--- config.mk ---
export PLATFORM = sky130hd
export DESIGN_NAME = seg7_history_scan_flat
export DESIGN_NICKNAME = d
export VERILOG_FILES = /design/src/rtl/seg7_pkg.sv /design/src/rtl/seg7_history_scan_if.sv /design/src/rtl/hex_to_seg7.sv /design/src/rtl/seg7_history_scan.sv /design/src/flat_wrapper.sv
export SDC_FILE = /design/constraint.sdc
export NUM_CORES = 1
export LEC_CHECK = 0
export ABC_AREA = 1
export ABC_CLOCK_PERIOD_IN_PS = 3100
export BUFFER_PORTS_ARGS = -buffer_cell sky130_fd_sc_hd__buf_2
export CORE_MARGIN = 2
export CORE_UTILIZATION = 55
export DETAILED_ROUTE_END_ITERATION = 10
export PLACE_DENSITY_LB_ADDON = 0.12
export SLEW_MARGIN = 0
export SYNTH_ARGS = -nofsm -noshare
export SYNTH_HDL_FRONTEND = slang
export SYNTH_SLANG_ARGS = --single-unit
--- constraint.sdc ---
create_clock -name clk -period 3.1 [get_ports clk]
set_clock_uncertainty 0.1 [all_clocks]
set_input_delay 0.155 -clock clk [delete_from_list [all_inputs] [get_ports clk]]
set_output_delay 0.155 -clock clk [all_outputs]
set_load 0.01 [all_outputs]
--- src/rtl/seg7_pkg.sv ---
// Shared types and constants for the scanned seven-segment history display.
package seg7_pkg;

  typedef logic [6:0] seg_t;

  localparam seg_t SEG_BLANK = 7'b1111111;

  localparam int unsigned NUM_DIGITS = 4;

  // Active-low {g,f,e,d,c,b,a} patterns for hex 0..F.
  localparam seg_t SEG_TABLE [16] = '{
    7'b1000000, 7'b1111001, 7'b0100100, 7'b0110000,
    7'b0011001, 7'b0010010, 7'b0000010, 7'b1111000,
    7'b0000000, 7'b0010000, 7'b0001000, 7'b0000011,
    7'b1000110, 7'b0100001, 7'b0000110, 7'b0001110
  };

endpackage

--- src/rtl/seg7_history_scan_if.sv ---
// Decoder-side strobes and display pins of the history scanner.
interface seg7_history_scan_if;
  import seg7_pkg::*;

  logic       load;
  logic       clr;
  logic [3:0] data_in;
  logic       err_in;
  logic [3:0] an;
  seg_t       cathode;
  logic       dp;

  modport master (
    output load, clr, data_in, err_in,
    input  an, cathode, dp
  );

  modport slave (
    input  load, clr, data_in, err_in,
    output an, cathode, dp
  );

endinterface

--- src/rtl/hex_to_seg7.sv ---
// Combinational nibble to active-low segment pattern lookup.
module hex_to_seg7
  import seg7_pkg::*;
(
  input  logic [3:0] nibble,
  output seg_t       seg
);

  assign seg = SEG_TABLE[nibble];

endmodule

--- src/rtl/seg7_history_scan.sv ---
// Four-deep load history scanned onto a 4-digit common-anode display.
// Define SEG7_DP_ERR_EN to light the decimal point on error-corrected words.
module seg7_history_scan
  import seg7_pkg::*;
#(
  parameter int unsigned REFRESH_DIV = 100000
) (
  input logic                 clk,
  input logic                 rst_n,
  seg7_history_scan_if.slave  bus
);

  localparam int unsigned DIV_W = (REFRESH_DIV > 1) ? $clog2(REFRESH_DIV) : 1;

  logic [DIV_W-1:0]                presc_q, presc_d;
  logic                            tick;
  logic [1:0]                      idx_q, idx_d;
  logic [NUM_DIGITS-1:0][3:0]      digit_q, digit_d;
  logic [NUM_DIGITS-1:0]           valid_q, valid_d;
  logic [3:0]                      an_q;
  seg_t                            cathode_q;
  logic                            dp_q;
  seg_t                            seg_cur;

  assign tick = (presc_q == DIV_W'(REFRESH_DIV - 1));

  always_comb begin
    presc_d = tick ? '0 : presc_q + 1'b1;
    idx_d   = tick ? idx_q + 2'd1 : idx_q;
  end

  // Clear is applied before load so clr+load leaves exactly one valid entry.
  always_comb begin
    digit_d = digit_q;
    valid_d = clr_or_keep(valid_q, bus.clr);
    if (bus.load) begin
      digit_d = {digit_q[NUM_DIGITS-2:0], bus.data_in};
      valid_d = {valid_d[NUM_DIGITS-2:0], 1'b1};
    end
  end

  function automatic logic [NUM_DIGITS-1:0] clr_or_keep(logic [NUM_DIGITS-1:0] v, logic c);
    return c ? '0 : v;
  endfunction

  hex_to_seg7 u_hex_to_seg7 (
    .nibble (digit_q[idx_q]),
    .seg    (seg_cur)
  );

  always_ff @(posedge clk or negedge rst_n) begin
    if (!rst_n) begin
      presc_q   <= '0;
      idx_q     <= '0;
      digit_q   <= '0;
      valid_q   <= '0;
      an_q      <= 4'b1111;
      cathode_q <= SEG_BLANK;
    end else begin
      presc_q   <= presc_d;
      idx_q     <= idx_d;
      digit_q   <= digit_d;
      valid_q   <= valid_d;
      an_q      <= ~(4'b0001 << idx_q);
      cathode_q <= valid_q[idx_q] ? seg_cur : SEG_BLANK;
    end
  end

`ifdef SEG7_DP_ERR_EN
  logic [NUM_DIGITS-1:0] errflag_q, errflag_d;

  always_comb begin
    errflag_d = clr_or_keep(errflag_q, bus.clr);
    if (bus.load) begin
      errflag_d = {errflag_d[NUM_DIGITS-2:0], bus.err_in};
    end
  end

  always_ff @(posedge clk or negedge rst_n) begin
    if (!rst_n) begin
      errflag_q <= '0;
      dp_q      <= 1'b1;
    end else begin
      errflag_q <= errflag_d;
      dp_q      <= ~(valid_q[idx_q] & errflag_q[idx_q]);
    end
  end
`else
  logic unused_err;
  assign unused_err = bus.err_in;

  always_ff @(posedge clk or negedge rst_n) begin
    if (!rst_n) begin
      dp_q <= 1'b1;
    end else begin
      dp_q <= 1'b1;
    end
  end
`endif

  assign bus.an      = an_q;
  assign bus.cathode = cathode_q;
  assign bus.dp      = dp_q;

endmodule

--- src/flat_wrapper.sv ---
// flat-port wrapper written by rule: the top's interface ports become plain ports
module seg7_history_scan_flat import seg7_pkg::*;
#(
  parameter int unsigned REFRESH_DIV = 100000
)
  (clk, rst_n, bus_load, bus_clr, bus_data_in, bus_err_in, bus_an, bus_cathode, bus_dp);
  seg7_history_scan_if bus_i ();
  input logic clk;
  input logic rst_n;
  input wire logic [$bits(bus_i.load)-1:0] bus_load;
  input wire logic [$bits(bus_i.clr)-1:0] bus_clr;
  input wire logic [$bits(bus_i.data_in)-1:0] bus_data_in;
  input wire logic [$bits(bus_i.err_in)-1:0] bus_err_in;
  output wire logic [$bits(bus_i.an)-1:0] bus_an;
  output wire logic [$bits(bus_i.cathode)-1:0] bus_cathode;
  output wire logic [$bits(bus_i.dp)-1:0] bus_dp;
  assign bus_i.load = bus_load;
  assign bus_i.clr = bus_clr;
  assign bus_i.data_in = bus_data_in;
  assign bus_i.err_in = bus_err_in;
  assign bus_an = bus_i.an;
  assign bus_cathode = bus_i.cathode;
  assign bus_dp = bus_i.dp;
  seg7_history_scan #(.REFRESH_DIV(REFRESH_DIV)) u_core (.clk(clk), .rst_n(rst_n), .bus(bus_i));
endmodule
* After elaboration in Yosys (flattened, before gate mapping)
Memory sizes are Yosys's and may differ from the RTL's.
Index checks and enable logic that the tools add are counted.
** Operators by class
- Add/sub/neg operators :: 2
- Order comparisons :: 2
- Equality and inequality tests :: 1
- Shift-type cells :: 1
- Multiplexer cells :: 10
- Bitwise operators :: 2
- Reductions and logical operators :: 1
** Operators with widths (number)
- two-way mux 7 bit :: 3
- adder 17 x 1 -> 17 bit (second input constant) :: 1
- equality test 17 bit (second input constant) :: 1
- two-way mux 17 bit :: 1
- two-way mux 4 bit :: 3
- binary-select mux 4 bit (select 2 bit) :: 1
- greater-or-equal comparator 5 bit (second input constant) :: 1
- NOT 4 -> 5 bit :: 1
- NOT 4 bit :: 1
- << shifter 1 x 2 -> 4 bit (first input constant) :: 1
- less-than comparator 2 x 3 -> 1 bit (second input constant) :: 1
- adder 2 x 1 -> 2 bit (second input constant) :: 1
- binary-select mux 1 bit (select 2 bit) :: 1
- nonzero test 2 bit :: 1
- two-way mux 1 bit :: 1
** Word-level totals
- Register bits :: 50
- Memory bits (read-only) :: 112
- Bits of input ports :: 9
- Logic and storage cells :: 30
- Memories :: 1
** Memory list
- (no name shown) :: depth 16, bits a word 7, rd ports 1, clocked after Yosys merged registers in 0, wr ports 0, RTL line hex_to_seg7.sv:9 : assign seg = SEG_TABLE[nibble];

* Longest topological paths before layout
Gate-level depths: netlist of the first run.
- Word-level depth :: 7
- Depth in mapped cells :: 11
- Mapped depth without buffers :: 10

* Modules after synthesis
From an unflattened synthesis of the first run, not the netlist that was laid out.
** Unflattened totals
- Cells, all modules :: 353
- Area, all modules :: 2691.3 um^2
** Modules (own cells, without submodules)
- seg7_history_scan :: times used 1, cells an instance 304, area each 2417.3 um^2
- hex_to_seg7 :: times used 1, cells an instance 49, area each 274.0 um^2

* Least setup slack after synthesis of the first run
OpenSTA, ideal clock, no wires.
- Path kind :: register to register
- From :: register u_core.idx_q[1]
- To :: register u_core.cathode_q[5], in the netlist u_core.bus.cathode[5]
- Arrival time :: 1412 ps
- Data required time :: 2916 ps
- Path slack :: 1504 ps
- Cell stages (with the launch flop) :: 10
- Path buffers :: 0
- Cells stage by stage :: dfrtp_1 inv_4 nand3_1 nand2_1 inv_1 ha_1 nand3_1 nand2_1 nand2_1 nand3_1
** Between the ends
- Cells in the longest elaborated chain, start to end :: 7
** RTL lines
- start, declared :: RTL line seg7_history_scan.sv:17 : logic [1:0] idx_q, idx_d;
- start signal, assigned :: RTL line seg7_history_scan.sv:61 : idx_q <= idx_d;
- binary-select mux 4 bit (select 2 bit) :: RTL line seg7_history_scan.sv:47 : .nibble (digit_q[idx_q]),
- two-way mux 4 bit (not written as such) :: RTL line seg7_history_scan.sv:47
- NOT 4 -> 5 bit (not written as such) :: RTL line hex_to_seg7.sv:9
- memory (16 x 7 bit)
- two-way mux 7 bit (not written as such) (2 in series) :: RTL line hex_to_seg7.sv:9
- two-way mux 7 bit * :: RTL line seg7_history_scan.sv:65 : cathode_q <= valid_q[idx_q] ? seg_cur : SEG_BLANK;
- end signal, assigned :: RTL line seg7_history_scan.sv:65
- end, declared :: RTL line seg7_history_scan.sv:21 : seg_t cathode_q;
Mark *: on every way between the ends. The rest lies on a longest branch, timed or not. The select of a mux whose other input is x is not followed.
A chain may end at the register's enable or synchronous reset.

* Final worst setup path of the first run
- From :: register u_core.idx_q[0]
- To :: register u_core.cathode_q[0], in the netlist u_core.bus.cathode[0]
The elaborated chain is that of the path after synthesis.

==> results by group, run 1 <==
Floorplan
  – Rows: 24
  – Core area: about 4400 sq um
  – IO Count: 21
  – Starting density of the core: between 50% and 60%
  – Total die area: 5250 sq um
  – Die Y: between 70 and 80 um
  – Overall die width: 72.5 um

Setup path
  – Crit path max fanout: 13
  – Worst r2r src: u_core.idx_q[0]
  – Type of destination of the critical path: flop
  – Crit start category: flop
  – Crit Path Class: flop to flop
  – Worst EP arrival: roughly 2.2 ns
  – Worst setup path startpoint: u_core.idx_q[0]
  – Worst Path Required: approximately 3.2 ns

Cells and area
  – Final core utilization: 63.7%
  – Final Instance Area: about 2800 sq um
  – Layout fillers: about 400
  – Commonest non-fill, non-tap cells in the layout: nand2_1, dfrtp_1, inv_1
  – Nets@finish: roughly 350
  – Storage element area: about 1300 sq um
  – Most common cell after layout, fill and taps aside: nand2_1
  – Antenna fix cells: 0
  – Area used by multi-input combinational logic: 1100 sq um
  – Synth-to-Final Area Change: 9.85%
  – Layout cells sized above 1: roughly 18%

Timing
  – Final period util: between 60% and 70%
  – Final Max Tran Viols: 0
  – Fmax: 0.477 GHz
  – Slew @ Worst Pin: 1.05 ns
  – Setup tns final: 0 ns
  – Min Tclk post-route: around 2.1 ns
  – Final setup viols: 0
  – RSZ-0062 raised after global routing: false
  – Rel. slew slack: about 30%
  – Hold Vio Cnt, Final: 0
  – Final Worst Setup Slack: 1.01 ns

Power and ir drop
  – Pleak: 1.39 nW
  – Cell Pwr Density: approximately 450 nW/um^2
  – Sequential power share: 56.3%
  – Clock share of power: between 30% and 40%
  – Switch Pwr: roughly 0.34 mW
  – P_int: around 0.94 mW
  – Switching share of power: between 20% and 30%
  – Comb power frac: a little under an eighth
  – VDD IR-drop max: 0.269 mV

Global routing
  – Met1 Resource Use GR: around a quarter
  – GRT Total Usage: 19.2%
  – Global-route wire length before repair: around 8000 um
  – Layer with the highest usage: met2
  – Largest net degree at the start of global routing: 51
  – Initial antenna violation count: 0
  – GR Layer Usage met3: slightly above 3%
  – Met2 usage: 31.4%
  – Vias in the first global route: between 1500 and 2000
  – Grt ovf: 0

Synthesis
  – Flops & latches, synth: 50
  – Yosys top cell by area: dfrtp_1
  – Synthesized net count: roughly 330
  – Synth area leaders: dfrtp_1, nand2_1, dfstp_2
  – Avg Cell Area, Syn: ~8.4 sq um
  – Register area share after synthesis: between 40% and 50%
  – Top cell type's share of synthesized area: a little under two fifths
  – Cell Area, Synth: between 2000 and 3000 sq um
  – Post-Synthesis Cells: roughly 310
  – Yosys warnings: 0
  – Yosys cell types: 32

Clock tree
  – CTS Hold Buffers Added: 5
  – Post-cts gate resize count: 0
  – Post-CTS Setup Inserts: 0
  – Total CTS buffers: 5
  – Worst-Skew Late Latency: slightly above 0.3 ns
  – Root Driver: clkbuf_8
  – Maximum count of clock buffers along a single path: 2
  – Maximum level of the CTS H-tree: 2
  – Clk sinks: 50
  – CTS tree: yes
  – Clock slew at reported path FFs: around 0.090 ns

Route
  – Via count: roughly 1900
  – Post-DR wirelength/cell: roughly 11 um
  – Final wirelength: approximately 4400 um
  – Detail Route Antenna Nets: 0
  – 1st-iter DRT viols: 120
  – Via/cell ratio: approximately 5.0
  – Drt drc: 0
  – DRT Pass-1 Iters: 4

Placement
  – IO Port Bufs: 18
  – RePlAce Congestion: between 0.7 and 0.8
  – Placed cell areas: between 2000 and 3000 sq um
  – Worst slack at placement: roughly 1.0 ns
  – Dpl hpwl: between 3000 and 4000 um

Hold path
  – Hold_sp: bus_clr
  – Worst Hold Class: primary input to flop

Outcome
  – Run status: complete, no violations

Job
  – Max Cap Viol: 0
[layout make-up]
cell class                      instances  share of cell area (%)
Clock inverter                          2                   0.574
Multi-Input combinational cell        206                    38.9
Tap cell                               52                    2.30
Inverter                               42                    5.70
Clock buffer                            6                    2.92
Sequential cell                        50                    44.7
Timing Repair Buffer                   23                    4.95
[sequential cells by signal, indices dropped and copies added, names as in the netlist]
| register | cells |
|---|---|
| u_core.digit_q | 16 |
| u_core.valid_q | 4 |
| u_core.bus.an | 4 |
| u_core.bus.cathode | 7 |
| u_core.presc_q | 17 |
| u_core.idx_q | 2 |
[kinds of logic after synthesis]
logic type | Yosys count | synth area share, %
AO/OA/AOI/OAI | 24 | 4.95
XOR/XNOR | 8 | 2.72
adder cells (fa/ha/maj) | 11 | 5.34
buffers and inverters | 50 | 8.20
flip-flops | 50 | 49.1
other | 1 | 0.145
AND/OR/NAND/NOR | 162 | 29.6
[synth_stat cells (all sizes together)]
cell type,count
xor2,7
nor3,2
clkbuf,3
a21oi,1
inv,41
buf,5
o21bai,1
nor2,29
conb,1
a31oi,1
nand4,4
xnor2,1
nand3,39
clkinv,1
ha,11
dfrtp,39
o21ai,21
nand2,88
dfstp,11
[routing by layer]
metal | up-vias | share of wire, %
met5 | - | 0
met2 | 26 | 46
met3 | 7 | 2.4
met1 | 889 | 50
li1 | 998 | -
met4 | 0 | 1.7
[critical path, stage by stage, from the launching register on]
cell	delay [ns]
dfrtp_1	0.62
inv_2	0.22
nand2_1	0.12
nand3_1	0.08
nand2_1	0.21
inv_1	0.12
ha_1	0.24
inv_1	0.09
nand2_1	0.07
nand3_1	0.07
nand3_1	0.07
[worst paths after layout]
path | to | slack, ns | cells after the start
setup / recovery | u_core.bus.cathode[0] | 1.01 | 10
hold / removal | u_core.valid_q[0] | 0.05 | 4
setup reg to reg | u_core.bus.cathode[0] | 1.01 | 10
hold reg to reg | u_core.presc_q[0] | 0.37 | 1
max in group asynchronous | u_core.digit_q[14] | 1.78 | 2
min in group asynchronous | u_core.presc_q[13] | 0.48 | 2
[stage by stage]
step / power [mW] / instances / hold slack, ns
CTS: 1.29 / 381 / 0.0429
finish: 1.28 / 381 / 0.0483
floorplan: 0.827 / 306 / -0.241
global route: 1.34 / 381 / 0.0782
detailed placement: 0.876 / 368 / 0.264
global placement: 0.871 / 368 / 0.255
[power by group through the flow]
stage	clock network (mW)	logic, mW	registers (mW)
global placement	0	0.140	0.731
CTS	0.423	0.148	0.721
finish	0.413	0.146	0.721
detailed placement	0	0.143	0.733
global route	0.441	0.172	0.726
floorplan	0	0.0904	0.737
(Power assumes the default switching activity.)
==> run 2, diff against run 1 <==
Settings changed: ABC_CLOCK_PERIOD_IN_PS 3100 to 2100.
Clock period 3.1 ns to 2.1 ns, I/O delays scaled along.
==> results by group, run 2 (synthesis gave the netlist of run 1 again) <==
Floorplan
  – Total die area: approximately 5300 sq um
  – IO Count: 21
  – Starting density of the core: about 58%
  – Die Y: around 72 um
  – Rows: 24
  – Core area: about 4400 sq um
  – Overall die width: ~72 um

Setup path
  – Worst Path Required: between 2 and 2.5 ns
  – Crit start category: flop
  – Worst EP arrival: 1.99 ns
  – CP max stage cell: dfrtp_1
  – Crit-path cells: inv_4 -> nand3_1 -> nand2_1 -> inv_1 -> ha_1 -> nand3_1 -> nand2_1 -> nand2_1 -> nand3_1
  – Crit path max fanout: 8
  – Crit-path max cell delay: ~0.54 ns
  – Type of destination of the critical path: flop
  – Crit Path Class: flop to flop

Placement
  – IO Port Bufs: 18
  – Dpl hpwl: about 3100 um
  – RePlAce Congestion: between 0.8 and 0.9

Clock tree
  – Clock slew at reported path FFs: about 0.090 ns
  – Maximum count of clock buffers along a single path: 2
  – Maximum level of the CTS H-tree: 2
  – CTS tree: yes
  – Post-cts gate resize count: 0
  – Worst-Skew Late Latency: around 0.3 ns
  – Root Driver: clkbuf_8
  – Clk sinks: 50
  – Total CTS buffers: 5

Timing
  – Rel. slew slack: 64.5%
  – WHS: 0.0557 ns
  – Setup tns final: 0 ns
  – RSZ-0062 raised after global routing: false
  – Fmax: about 0.54 GHz
  – Hold Vio Cnt, Final: 0
  – Final setup viols: 0
  – Final Max Tran Viols: 0
  – Min Tclk post-route: ~1.9 ns
  – Slew @ Worst Pin: ~0.53 ns
  – Final period util: 88.3%

Global routing
  – GRT Total Usage: approximately a fifth
  – Initial antenna violation count: 0
  – Global-route wire length before repair: between 7000 and 8000 um
  – Grt ovf: 0
  – Largest net degree at the start of global routing: 22
  – Vias in the first global route: 1728

Cells and area
  – Nets@finish: around 350
  – Most common cell after layout, fill and taps aside: nand2_1
  – Layout cells sized above 1: a little under a fifth
  – Synth-to-Final Area Change: 10.8%
  – Commonest non-fill, non-tap cells in the layout: nand2_1, dfrtp_1, inv_1
  – Most flops, register: u_core.presc_q
  – Antenna fix cells: 0
  – Max reg flops: 17

Route
  – Detail Route Antenna Nets: 0
  – 1st-iter DRT viols: ~90
  – Final wirelength: around 4300 um
  – Drt drc: 0
  – Via count: ~1900
  – DRT Pass-1 Iters: 4
  – Via/cell ratio: 4.95
  – Post-DR wirelength/cell: 11.2 um

Outcome
  – Run status: complete, no violations

Power and ir drop
  – Cell Pwr Density: between 600 and 700 nW/um^2
  – Sequential power share: 57.4%
  – VDD IR-drop max: ~0.41 mV
  – Switch Pwr: 0.491 mW
  – Pwr Total: roughly 1.9 mW
  – Clock share of power: 30.7%
  – Comb power frac: roughly an eighth
  – P_int: 1.36 mW
  – Switching share of power: 26.6%
  – Pleak: roughly 1.4 nW

Hold path
  – Worst Hold Class: primary input to flop

Job
  – Max Cap Viol: 0
-- run 2: cell types whose count changed in the layout (fill, tap and decap cells not counted) --
cell and change:
buf_4 +3, clkbuf_1 +1, clkbuf_8 -1, clkinv_4 +1, clkinvlp_4 -1, dlygate4sd3_1 +1
-- run 2: power by group through the flow --
stage / combinational, mW / clock [mW] / sequential [mW]
floorplan: 0.133 / 0 / 1.09
global placement: 0.209 / 0 / 1.08
detailed placement: 0.215 / 0 / 1.08
CTS: 0.224 / 0.584 / 1.06
global route: 0.260 / 0.613 / 1.07
finish: 0.221 / 0.568 / 1.06
-- run 2: worst paths after layout --
path / from / to / slack (ns) / depth (start not counted)
max: u_core.idx_q[1] / u_core.bus.cathode[5] / 0.25 / 9
min: bus_load / u_core.digit_q[0] / 0.06 / 3
max reg2reg: u_core.idx_q[1] / u_core.bus.cathode[5] / 0.25 / 9
min reg2reg: u_core.presc_q[0] / u_core.presc_q[0] / 0.37 / 1
max in group asynchronous: rst_n / u_core.bus.an[0] / 1.13 / 3
min in group asynchronous: rst_n / u_core.presc_q[13] / 0.16 / 2
-- run 2: final cells by class --
cell class	count	area (sq um)
Timing Repair Buffer	27	173
Clock buffer	6	72.6
Multi-Input combinational cell	206	1100
Sequential cell	50	1260
Inverter	42	161
Clock inverter	2	17.5
Fill cell	392	1590
Tap cell	52	65.1
-- run 2: layer usage --
metal / GRT usage (%) / vias to the layer above / routed length, um
li1: - / 1004 / -
met3: 3.47 / 5 / 159
met2: 30.1 / 32 / 1960
met4: 6.17 / 0 / 56
met1: 25.8 / 864 / 2130
met5: 0 / - / 0
-- run 2: worst max-delay path, delay by kind of cell, from the launching register on --
kind / cells / cell delay (ns)
simple gates: 6 / 0.61
buf+inv: 2 / 0.31
fa+ha+maj: 1 / 0.23
flops: 1 / 0.54
-- run 2: per-stage QoR --
step / setup slack, ns / instances / area [sq um] / utilization [%]
2_1_floorplan: 0.504 / 306 / 2580 / -
3_3_place_gp: 0.269 / 371 / 2710 / 60.9
3_5_place_dp: 0.233 / 371 / 2710 / 60.9
4_1_cts: 0.216 / 385 / 2860 / 64.3
5_1_grt: 0.0125 / 385 / 2860 / 64.3
6_report: 0.245 / 385 / 2860 / 64.3
-- run 2: timing repair --
item                                   4_1_cts  5_1_grt
hold buffers                                 6        0
setup buffers                                0        0
endpoints found under the hold margin       23        0
